### src/rtl/v2p_req_dispatch.sv
// Steers the CEU V2P write-request stream to the ICM, MPT or MTT sub-engine by head type,
// through a single retiming register; unknown-type packets are swallowed and counted.
module v2p_req_dispatch #(
    parameter int                DATA_W   = 256,
    parameter int                HEAD_W   = 128,
    parameter int                TYPE_W   = 4,
    parameter logic [TYPE_W-1:0] ICM_TYPE = TYPE_W'(1),
    parameter logic [TYPE_W-1:0] MPT_TYPE = TYPE_W'(2),
    parameter logic [TYPE_W-1:0] MTT_TYPE = TYPE_W'(3)
) (
    input  logic              clk,
    input  logic              rst_n,
    input  logic              in_valid,
    input  logic              in_last,
    input  logic [DATA_W-1:0] in_data,
    input  logic [HEAD_W-1:0] in_head,
    output logic              in_ready,
    output logic              icm_valid,
    output logic              icm_last,
    output logic [DATA_W-1:0] icm_data,
    output logic [HEAD_W-1:0] icm_head,
    input  logic              icm_ready,
    output logic              mpt_valid,
    output logic              mpt_last,
    output logic [DATA_W-1:0] mpt_data,
    output logic [HEAD_W-1:0] mpt_head,
    input  logic              mpt_ready,
    output logic              mtt_valid,
    output logic              mtt_last,
    output logic [DATA_W-1:0] mtt_data,
    output logic [HEAD_W-1:0] mtt_head,
    input  logic              mtt_ready,
    output logic              err_pulse,
    output logic [15:0]       err_cnt
);

    typedef enum logic [1:0] {ST_SOP, ST_FWD, ST_DROP} state_t;
    typedef enum logic [1:0] {DST_ICM, DST_MPT, DST_MTT, DST_NONE} dst_t;

    function automatic dst_t decode_type(input logic [TYPE_W-1:0] t);
        if (t == ICM_TYPE)      return DST_ICM;
        else if (t == MPT_TYPE) return DST_MPT;
        else if (t == MTT_TYPE) return DST_MTT;
        else                    return DST_NONE;
    endfunction

    function automatic logic [15:0] sat_inc(input logic [15:0] c);
        return (c == 16'hFFFF) ? c : c + 16'd1;
    endfunction

    state_t            state_q, state_d;
    dst_t              lock_q, lock_d;
    dst_t              in_dst, push_dst;
    logic              known, push, pop, sel_ready, err_ev;

    logic              vld_p1;
    logic              last_p1;
    logic [DATA_W-1:0] data_p1;
    logic [HEAD_W-1:0] head_p1;
    dst_t              dst_p1;

    assign in_dst = decode_type(in_head[HEAD_W-1 -: TYPE_W]);
    assign known  = (in_dst != DST_NONE);

    always_comb begin
        case (dst_p1)
            DST_ICM: sel_ready = icm_ready;
            DST_MPT: sel_ready = mpt_ready;
            DST_MTT: sel_ready = mtt_ready;
            default: sel_ready = 1'b0;
        endcase
    end

    assign pop      = vld_p1 & sel_ready;
    assign in_ready = (state_q == ST_DROP) | ((state_q == ST_SOP) & ~known) | ~vld_p1 | pop;

    always_comb begin
        state_d  = state_q;
        lock_d   = lock_q;
        push     = 1'b0;
        push_dst = lock_q;
        err_ev   = 1'b0;
        case (state_q)
            ST_SOP: begin
                push_dst = in_dst;
                if (in_valid && in_ready) begin
                    if (known) begin
                        push    = 1'b1;
                        lock_d  = in_dst;
                        state_d = in_last ? ST_SOP : ST_FWD;
                    end else begin
                        err_ev  = 1'b1;
                        state_d = in_last ? ST_SOP : ST_DROP;
                    end
                end
            end
            ST_FWD: begin
                if (in_valid && in_ready) begin
                    push = 1'b1;
                    if (in_last) state_d = ST_SOP;
                end
            end
            ST_DROP: begin
                if (in_valid && in_last) state_d = ST_SOP;
            end
            default: state_d = ST_SOP;
        endcase
    end

    always_ff @(posedge clk or negedge rst_n) begin
        if (!rst_n) begin
            state_q   <= ST_SOP;
            lock_q    <= DST_ICM;
            vld_p1    <= 1'b0;
            dst_p1    <= DST_ICM;
            err_pulse <= 1'b0;
            err_cnt   <= 16'd0;
        end else begin
            state_q   <= state_d;
            lock_q    <= lock_d;
            vld_p1    <= push | (vld_p1 & ~pop);
            if (push) dst_p1 <= push_dst;
            err_pulse <= err_ev;
            if (err_ev) err_cnt <= sat_inc(err_cnt);
        end
    end

    // Stage p1: retimed beat; payload needs no reset because every output is gated by vld_p1
    always_ff @(posedge clk) begin
        if (push) begin
            last_p1 <= in_last;
            data_p1 <= in_data;
            head_p1 <= in_head;
        end
    end

    assign icm_valid = vld_p1 & (dst_p1 == DST_ICM);
    assign mpt_valid = vld_p1 & (dst_p1 == DST_MPT);
    assign mtt_valid = vld_p1 & (dst_p1 == DST_MTT);

    assign icm_last  = icm_valid & last_p1;
    assign mpt_last  = mpt_valid & last_p1;
    assign mtt_last  = mtt_valid & last_p1;

    assign icm_data  = icm_valid ? data_p1 : '0;
    assign mpt_data  = mpt_valid ? data_p1 : '0;
    assign mtt_data  = mtt_valid ? data_p1 : '0;

    assign icm_head  = icm_valid ? head_p1 : '0;
    assign mpt_head  = mpt_valid ? head_p1 : '0;
    assign mtt_head  = mtt_valid ? head_p1 : '0;

endmodule

### config.mk
export PLATFORM = sky130hd
export DESIGN_NAME = v2p_req_dispatch
export DESIGN_NICKNAME = d
export VERILOG_FILES = /design/src/rtl/v2p_req_dispatch.sv
export SDC_FILE = /design/constraint.sdc
export NUM_CORES = 1
export LEC_CHECK = 0
export BUFFER_PORTS_ARGS = -buffer_cell sky130_fd_sc_hd__buf_2
export CAP_MARGIN = 25
export CORE_AREA = 10 10 606 608
export CTS_CLUSTER_DIAMETER = 100
export DETAILED_ROUTE_END_ITERATION = 8
export DIE_AREA = 0 0 616 618
export PLACE_DENSITY = 0.3
export SETUP_SLACK_MARGIN = 0.2
export SLEW_MARGIN = 20
export SYNTH_ARGS = -nofsm -noshare
export SYNTH_HDL_FRONTEND = slang
export SYNTH_SLANG_ARGS = --single-unit
export TNS_END_PERCENT = 30
### constraint.sdc
create_clock -name clk -period 23 [get_ports clk]
set_input_delay 2.3 -clock clk [delete_from_list [all_inputs] [get_ports clk]]
set_output_delay 2.3 -clock clk [all_outputs]
set_load 0.01 [all_outputs]
==> out/metrics.yaml, run 1 <==
synthesis:
  synth_edf_count: 385
  yosysSeqAreaShare_pct: 59.1
  synth_area_per_cell_sq_um: 11.5
  ys_ff_latch: 409
  syn-num-nets: 2187
  yosys_most_used_dff: "edfxtp_1"
  synth_area_sq_um: 20600
  synthArstFlopShare_pct: 5.87
  yosysUniqueCellTypes: 40
  syn_inst: 1795
  yosysWarningCount: 0
run_status:
  status: "completed"
setup_path:
  rr_worst_depth: 7
  cpMostUsedCell: "buf_4"
  path_class: "reg2out"
  critical_path_arrival_ns: 4.89
  r2r_slack_ns: 17.92
  critical_path.endpoint_type: "output pin"
  cp_cell_sequence: "nand2b_1 > nor2_4 > buf_4 > buf_4 > buf_4 > and2_1 > buf_2"
  cp-start-kind: "flop"
  crit_slowest_cell: "buf_4"
  cp_data_required_time_ns: 20.70
  reg2reg_to: "data_p1[37]$_DFFE_PP_"
  reg2reg_from: "dst_p1[1]$_DFFE_PN0P_"
  worstPathMaxFanout: 103
  slowest_delay_ns: 0.78
clock_network:
  numClockSinks: 409
  clk_latency_ns: 0.75
  clock_path_buffers: 3
  numCtsBuffers: 59
  cts_tree: "done"
  postCtsHoldBufs: 0
  cts_resized: 0
  cts_setup_buffers: 0
  root_buffer: "clkbuf_16"
  clk_pin_slew_worst_paths_ns: 0.06
  htree_levels: 2
drt:
  drc_errors: 0
  num_vias: 21100
  firstDrtPassIters: 7
  drt-vias-per-instance: 2.58
  wl_per_cell_um: 29.9
  drt_iter0_markers: 1659
  postRouteAntennaNets: 0
  totalWireLength_um: 244000
final_layout:
  fin_nets: 3708
  fin_util_pct: 10.2
  stdcell_area_sq_um: 36100
  fin_cells: 8173
  area_delta_synth_final_pct: 75.7
  mostFrequentLayoutCells: "buf_2, and2_1, edfxtp_1"
  drive_above_1_share_pct: 50.2
  mostFrequentLayoutCell: "buf_2"
power_and_ir_drop:
  power_mw: 2.48
  p_per_area_nw_per_um2: 68.5
  power_leakage_nw: 16.6
  ir_drop_mv: 0.0597
timing:
  period_share_pct: 31.3
  worstMarginPinSlew_ns: 1.12
  setup_tns_ns: 0
  clock.fmax_mhz: 139
  clock_skew_ns: 0.0517
  fin_hold_ws_ns: 0.519
  rsz0062_at_grt: "no"
  timing_hold_violations_final: 0
  maxSlewHeadroom_pct: 25.4
  setup_ws_ns: 15.81
  period_needed_ns: 7.19
  finalSetupViolations: 0
  drv_slew: 0
floorplanning:
  rows: 219
  dieHeight_um: 618
  die_area_sq_um: 381000
  initial_core_util_pct: 5.80
  pin_count: 1567
  die_x_um: 616
  core-area_sq_um: 355000
worst_hold_path:
  worstHoldPathType: "reg2reg"
  hold_end: "err_cnt[10]$_DFFE_PN0P_"
  min-delay-start: "err_cnt[10]$_DFFE_PN0P_"
  holdPathStages: 1
placement:
  dp_slack_ns: 15.72
  gp_congestion: 0.803
  place_inst: 8003
  dpl.hpwl_um: 215000
  dpl_cell_area_sq_um: 34100
  place.port_buffers: 1566
run:
  cap_viol_max_count: 0
grt:
  grt_pass1_wl_um: 292000
  grt_pass1_vias: 21100
  grt_overflow: 0
  grt_max_degree: 248
  grt_usage_pct: 12.1
  antenna_found_initial: 139
-- worst max-delay path: cells and delay by family, from the launching register on --
family | cells | cell delay, ns
buffers and inverters | 4 | 2.38
and+or+nand+nor | 3 | 1.17
DFF | 1 | 0.41
-- state kept, by name (all words and copies together), names as in the netlist --
register / count
data_p1: 256
dst_p1: 2
err_cnt: 16
err_pulse: 1
head_p1: 128
last_p1: 1
lock_q: 2
state_q: 2
vld_p1: 1
-- cell type report --
| cell class | instances | area, sq um |
|---|---|---|
| diodes | 62 | 155 |
| clock inverters | 27 | 254 |
| inverters | 3 | 11.3 |
| clock buffers | 78 | 1580 |
| multi-input cells | 1255 | 7940 |
| well taps | 4751 | 5940 |
| fillers | 41300 | 319000 |
| flip-flops and latches | 409 | 12200 |
| repair buffers | 1588 | 8090 |
-- cell usage after synthesis, types with 2 or more instances --
master	count	area (sq um)
mux2i_1	2	20.0
and2_1	1157	7240
nor2b_1	3	18.8
a31oi_1	4	25.0
a21oi_1	9	45.0
o21ai_0	4	20.0
nand4_1	7	43.8
dfrtp_1	24	601
a41oi_1	3	26.3
a211oi_1	2	15.0
and3_1	2	12.5
nor4_1	4	25.0
edfxtp_1	385	11600
buf_1	3	11.3
nand3_1	4	20.0
mux2_2	6	67.6
clkbuf_1	124	465
nand2b_1	3	18.8
inv_1	2	7.51
xor2_1	6	52.6
nor2_1	11	41.3
nand2_1	12	45.0
-- how the worst max path moves through the flow --
stage,slack [ns],to,cells after the start,start
global placement,15.82,data_p1[57]$_DFFE_PP_,8,mtt_ready
detailed placement,15.72,data_p1[45]$_DFFE_PP_,8,mtt_ready
floorplan,2.99,dst_p1[0]$_DFFE_PN0P_,4,in_head[127]
CTS,15.54,mtt_data[49],7,dst_p1[0]$_DFFE_PN0P_
finish,15.81,mtt_data[49],7,dst_p1[0]$_DFFE_PN0P_
global route,15.38,mtt_data[86],7,dst_p1[0]$_DFFE_PN0P_
-- per-layer routing --
layer	up-vias	global-route usage [%]	share of wire, %
li1	8946	-	-
met1	10600	13.2	37
met2	1298	22.9	53
met3	196	3.54	7.6
met4	36	2.51	2.2
met5	-	0	0.094
-- cells by family after synthesis --
family / after synthesis / share of synthesized area [%]
fa+ha+maj: 1 / 0.0608
mux: 8 / 0.426
compound gates: 29 / 1.05
xor+xnor: 7 / 0.298
simple gates: 1210 / 36.6
flops: 409 / 59.1
buf+inv: 131 / 2.43
-- report_power, final --
group          switching, mW  internal (mW)
logic                  0.394          0.218
registers              0.101          0.865
clock network          0.392          0.505
No activity file was read; power rests on OpenSTA's default activity.
==> run 2: changes to the inputs <==
clock period = 7.4 ns   (was 23 ns; I/O delays follow)
==> out/metrics.yaml, run 2 (synthesis gave the netlist of run 1 again) <==
setup_path:
  slowest_delay_ns: 0.57
  critical_path_arrival_ns: 3.66
  crit_slowest_cell: "buf_4"
  reg2reg_from: "dst_p1[0]$_DFFE_PN0P_"
  r2r_slack_ns: 4.16
  path_class: "reg2out"
  worstPathMaxFanout: 198
  startpoint: "dst_p1[0]$_DFFE_PN0P_"
  cp_data_required_time_ns: 6.66
  cp_cell_sequence: "nand2b_1 > nor2_4 > buf_4 > buf_12 > and2_1 > buf_2"
  path_delay_family: "buffers and inverters"
  critical_path.endpoint_type: "output pin"
  cp.buffers_inverters: 3
  cp-start-kind: "flop"
placement:
  place_inst: 8005
  dpl_cell_area_sq_um: 34200
  place.port_buffers: 1566
  gp_congestion: 0.831
  dpl.hpwl_um: 201000
timing:
  period_needed_ns: 4.40
  drv_slew: 0
  timing_hold_violations_final: 0
  period_share_pct: 59.5
  worstMarginPinSlew_ns: 1.36
  fin_hold_ws_ns: 0.160
  maxSlewHeadroom_pct: 9.13
  rsz0062_at_grt: "no"
  finalSetupViolations: 0
  clock.fmax_mhz: 227
  clock_skew_ns: 0.0850
clock_network:
  clock_path_buffers: 3
  cts_resized: 0
  root_buffer: "clkbuf_16"
  cts_tree: "done"
  clk_pin_slew_worst_paths_ns: 0.06
  numCtsBuffers: 59
  htree_levels: 2
  numClockSinks: 409
  clk_latency_ns: 0.75
  cts_setup_buffers: 0
floorplanning:
  die_x_um: 616
  dieHeight_um: 618
  die_area_sq_um: 381000
  pin_count: 1567
  core-area_sq_um: 355000
  initial_core_util_pct: 5.80
  rows: 219
drt:
  drt-vias-per-instance: 2.54
  wl_per_cell_um: 28.2
  postRouteAntennaNets: 0
  drt_iter0_markers: 1588
  firstDrtPassIters: 5
  totalWireLength_um: 230000
  drc_errors: 0
  num_vias: 20700
final_layout:
  fin_util_pct: 10.2
  largest_register_ffs: 256
  area_delta_synth_final_pct: 76.8
  fin_cells: 8157
  stdcell_area_sq_um: 36400
  largest_register: "data_p1"
  drive_above_1_share_pct: 50.5
  largestRegisters: "data_p1: 256 flops, head_p1: 128 flops, err_cnt: 16 flops"
  mostFrequentLayoutCells: "buf_2, and2_1, edfxtp_1"
  mostFrequentLayoutCell: "buf_2"
  fillCellCount: 41300
  fin_nets: 3710
power_and_ir_drop:
  ir_drop_mv: 0.235
  power_leakage_nw: 16.7
  p_per_area_nw_per_um2: 219
run:
  cap_viol_max_count: 0
worst_hold_path:
  worstHoldPathType: "in2reg"
  min-delay-start: "in_data[13]"
grt:
  grt_max_degree: 197
  antenna_found_initial: 110
  grt_usage_pct: 11.3
  grt_overflow: 0
  grt_pass1_wl_um: 277000
  grt_pass1_vias: 20600
run_status:
  status: "completed"
run 2: cell type report:
type / instances / area (sq um) / share of cell area (%)
diodes: 38 / 95.1 / 0.262
flip-flops and latches: 409 / 12200 / 33.5
repair buffers: 1590 / 8140 / 22.4
clock buffers: 72 / 1570 / 4.31
clock inverters: 39 / 462 / 1.27
multi-input cells: 1255 / 7980 / 21.9
inverters: 3 / 11.3 / 0.0310
well taps: 4751 / 5940 / 16.4
run 2: worst paths after layout:
check	end	cells past startpoint
max in group asynchronous	err_cnt[14]$_DFFE_PN0P_	2
setup reg to reg	data_p1[117]$_DFFE_PP_	5
hold / removal	data_p1[13]$_DFFE_PP_	1
setup / recovery	icm_data[94]	6
min in group asynchronous	vld_p1$_DFF_PN0_	2
hold reg to reg	lock_q[1]$_DFFE_PN0P_	2
run 2: worst reg2reg max path, cell delays in order (launching register included):
cell,delay (ns)
dfrtp_1,0.41
nand2b_1,0.36
o221ai_4,0.17
a211oi_4,0.58
buf_4,0.38
buf_12,0.44
run 2: per-stage QoR:
step	worst slack (ns)	total power, mW	setup TNS [ns]
final	3.00	7.96	0
after global routing	2.80	8.36	0
after CTS	2.58	8.24	0
after detailed placement	3.49	5.04	0
after global placement	3.40	5.05	0
after floorplan	-4.43	3.70	-1487.06
run 2: timing repair:
action / CTS / global route
hold buffers: 1 / 0
endpoints found under the setup margin: 0 / 0
hold endpoints to repair: 24 / 0
run 2: report_power, final:
part	switching (mW)	leakage, nW	internal [mW]
clock	1.24	0.990	1.82
sequential	0.277	3.80	2.69
combinational	1.25	11.9	0.688
run 2: per-layer routing:
metal	part of all wire, %	up-vias	track usage [%]
met4	1.7	18	1.89
met5	0.053	-	0
li1	-	8936	-
met1	37	10400	12.6
met3	8.4	185	3.77
met2	53	1213	21.2
==> run 3: changes to the inputs <==
clock period = 4.1 ns   (was 7.4 ns; I/O delays follow)
==> out/metrics.yaml, run 3 (synthesis gave the netlist of run 1 again) <==
run_status:
  status: "completed"
final_layout:
  area_delta_synth_final_pct: 94.2
  fillCellCount: 41100
  multi_input_comb_area_sq_um: 7950
  largest_register_ffs: 256
  largestRegisters: "data_p1: 256 flops, head_p1: 128 flops, err_cnt: 16 flops"
  largest_register: "data_p1"
  drive_above_1_share_pct: 44.9
  regArea_sq_um: 12200
  mostFrequentLayoutCell: "buf_2"
  mostFrequentLayoutCells: "buf_2, and2_1, dlygate4sd3_1"
  fin_nets: 4092
  fin_util_pct: 11.3
drt:
  drt_iter0_markers: 1678
  totalWireLength_um: 232000
  wl_per_cell_um: 27.2
  drt-vias-per-instance: 2.62
  postRouteAntennaNets: 0
  firstDrtPassIters: 8
  num_vias: 22400
  drc_errors: 0
setup_path:
  cp-start-kind: "flop"
  critical_path.endpoint_type: "output pin"
  rr_worst_depth: 5
  critPathCapture: "icm_data[115]"
  path_class: "reg2out"
  startpoint: "dst_p1[0]$_DFFE_PN0P_"
  reg2reg_to: "data_p1[63]$_DFFE_PP_"
  r2r_slack_ns: 1.49
  cp_data_required_time_ns: 3.69
  worstPathMaxFanout: 202
  critical_path_arrival_ns: 3.01
  reg2reg_from: "dst_p1[1]$_DFFE_PN0P_"
grt:
  grt_usage_pct: 11.5
  antenna_found_initial: 112
  grt_pass1_vias: 23000
  grt_pass1_wl_um: 283000
  grt_max_degree: 201
  grt_overflow: 0
timing:
  maxSlewHeadroom_pct: 13.7
  worstMarginPinSlew_ns: 1.29
  timing_hold_violations_final: 0
  clock.fmax_mhz: 292
  clock_skew_ns: 0.0467
  period_needed_ns: 3.42
  drv_slew: 0
  fin_hold_ws_ns: 0.323
  period_share_pct: 83.5
  setup_ws_ns: 0.677
  rsz0062_at_grt: "no"
  finalSetupViolations: 0
floorplanning:
  dieHeight_um: 618
  die_area_sq_um: 381000
  die_x_um: 616
  pin_count: 1567
  initial_core_util_pct: 5.80
  rows: 219
  core-area_sq_um: 355000
power_and_ir_drop:
  p_sw_mw: 4.94
  power_leakage_nw: 18.1
  p_per_area_nw_per_um2: 351
  p_seq_share_pct: 38.5
  switching_share_pct: 35.3
  pwr-share-comb_pct: 26.7
  internal_power_mw: 9.07
  ir_drop_mv: 0.334
  clockPowerShare_pct: 34.8
placement:
  dp_slack_ns: 1.30
  dpl.hpwl_um: 202000
  gp_congestion: 0.817
  place.port_buffers: 1566
clock_network:
  clk_latency_ns: 0.75
  cts_tree: "done"
  htree_levels: 2
  root_buffer: "clkbuf_16"
  numClockSinks: 409
  cts_setup_buffers: 0
  clk_pin_slew_worst_paths_ns: 0.06
  numCtsBuffers: 56
  clock_path_buffers: 3
worst_hold_path:
  worstHoldPathType: "in2reg"
run:
  cap_viol_max_count: 0
## run 3: worst min-delay path by stage
stage / start / end / slack (ns) / cells past startpoint
floorplan: rst_n / dst_p1[0]$_DFFE_PN0P_ / 0.11 / 0
global placement: rst_n / dst_p1[1]$_DFFE_PN0P_ / 0.48 / 1
detailed placement: rst_n / dst_p1[1]$_DFFE_PN0P_ / 0.48 / 1
CTS: icm_ready / vld_p1$_DFF_PN0_ / 0.24 / 5
global route: in_head[24] / head_p1[24]$_DFFE_PP_ / 0.33 / 2
finish: icm_ready / vld_p1$_DFF_PN0_ / 0.32 / 5
## run 3: area by class of cell
class / instances / area share (%)
clock buffers: 75 / 3.74
flip-flops and latches: 409 / 30.4
multi-input cells: 1255 / 19.9
clock inverters: 28 / 0.670
repair buffers: 1975 / 30.1
diodes: 39 / 0.244
well taps: 4751 / 14.9
inverters: 3 / 0.0282
## run 3: worst max-delay path: stages, from the launching register on
cell and delay [ns]:
dfrtp_1 0.41, nand2b_1 0.29, nor2_4 0.17, buf_12 0.15
buf_12 0.29, and2_1 0.27, buf_2 0.14
## run 3: metal layers
| metal | vias up | wire length [um] | global-route usage, % |
|---|---|---|---|
| li1 | 9690 | - | - |
| met1 | 11100 | 90100 | 13.3 |
| met2 | 1354 | 120000 | 20.9 |
| met3 | 207 | 17600 | 3.30 |
| met4 | 18 | 4490 | 2.27 |
| met5 | - | 106 | 0 |
## run 3: timing repair
item                                   in CTS  in global routing
hold buffers                              387                  0
resized for setup                           0                  0
endpoints found under the hold margin     413                  0
## run 3: power groups by stage
stage / combinational (mW) / sequential (mW) / clock, mW
after detailed placement: 3.51 / 5.53 / 0
after floorplan: 1.56 / 5.11 / 0
after global placement: 3.53 / 5.53 / 0
after global routing: 4.02 / 5.44 / 5.27
after CTS: 3.87 / 5.45 / 5.15
final: 3.74 / 5.40 / 4.87
## run 3: stage by stage
stage | power [mW] | instance area, sq um | std cells | setup TNS (ns)
after CTS | 14.5 | 39900 | 8496 | 0
after detailed placement | 9.04 | 34200 | 8006 | 0
after global routing | 14.7 | 39900 | 8509 | 0
final | 14.0 | 39900 | 8535 | 0
after global placement | 9.06 | 34200 | 8006 | 0
after floorplan | 6.67 | 20600 | 1795 | -2684.18
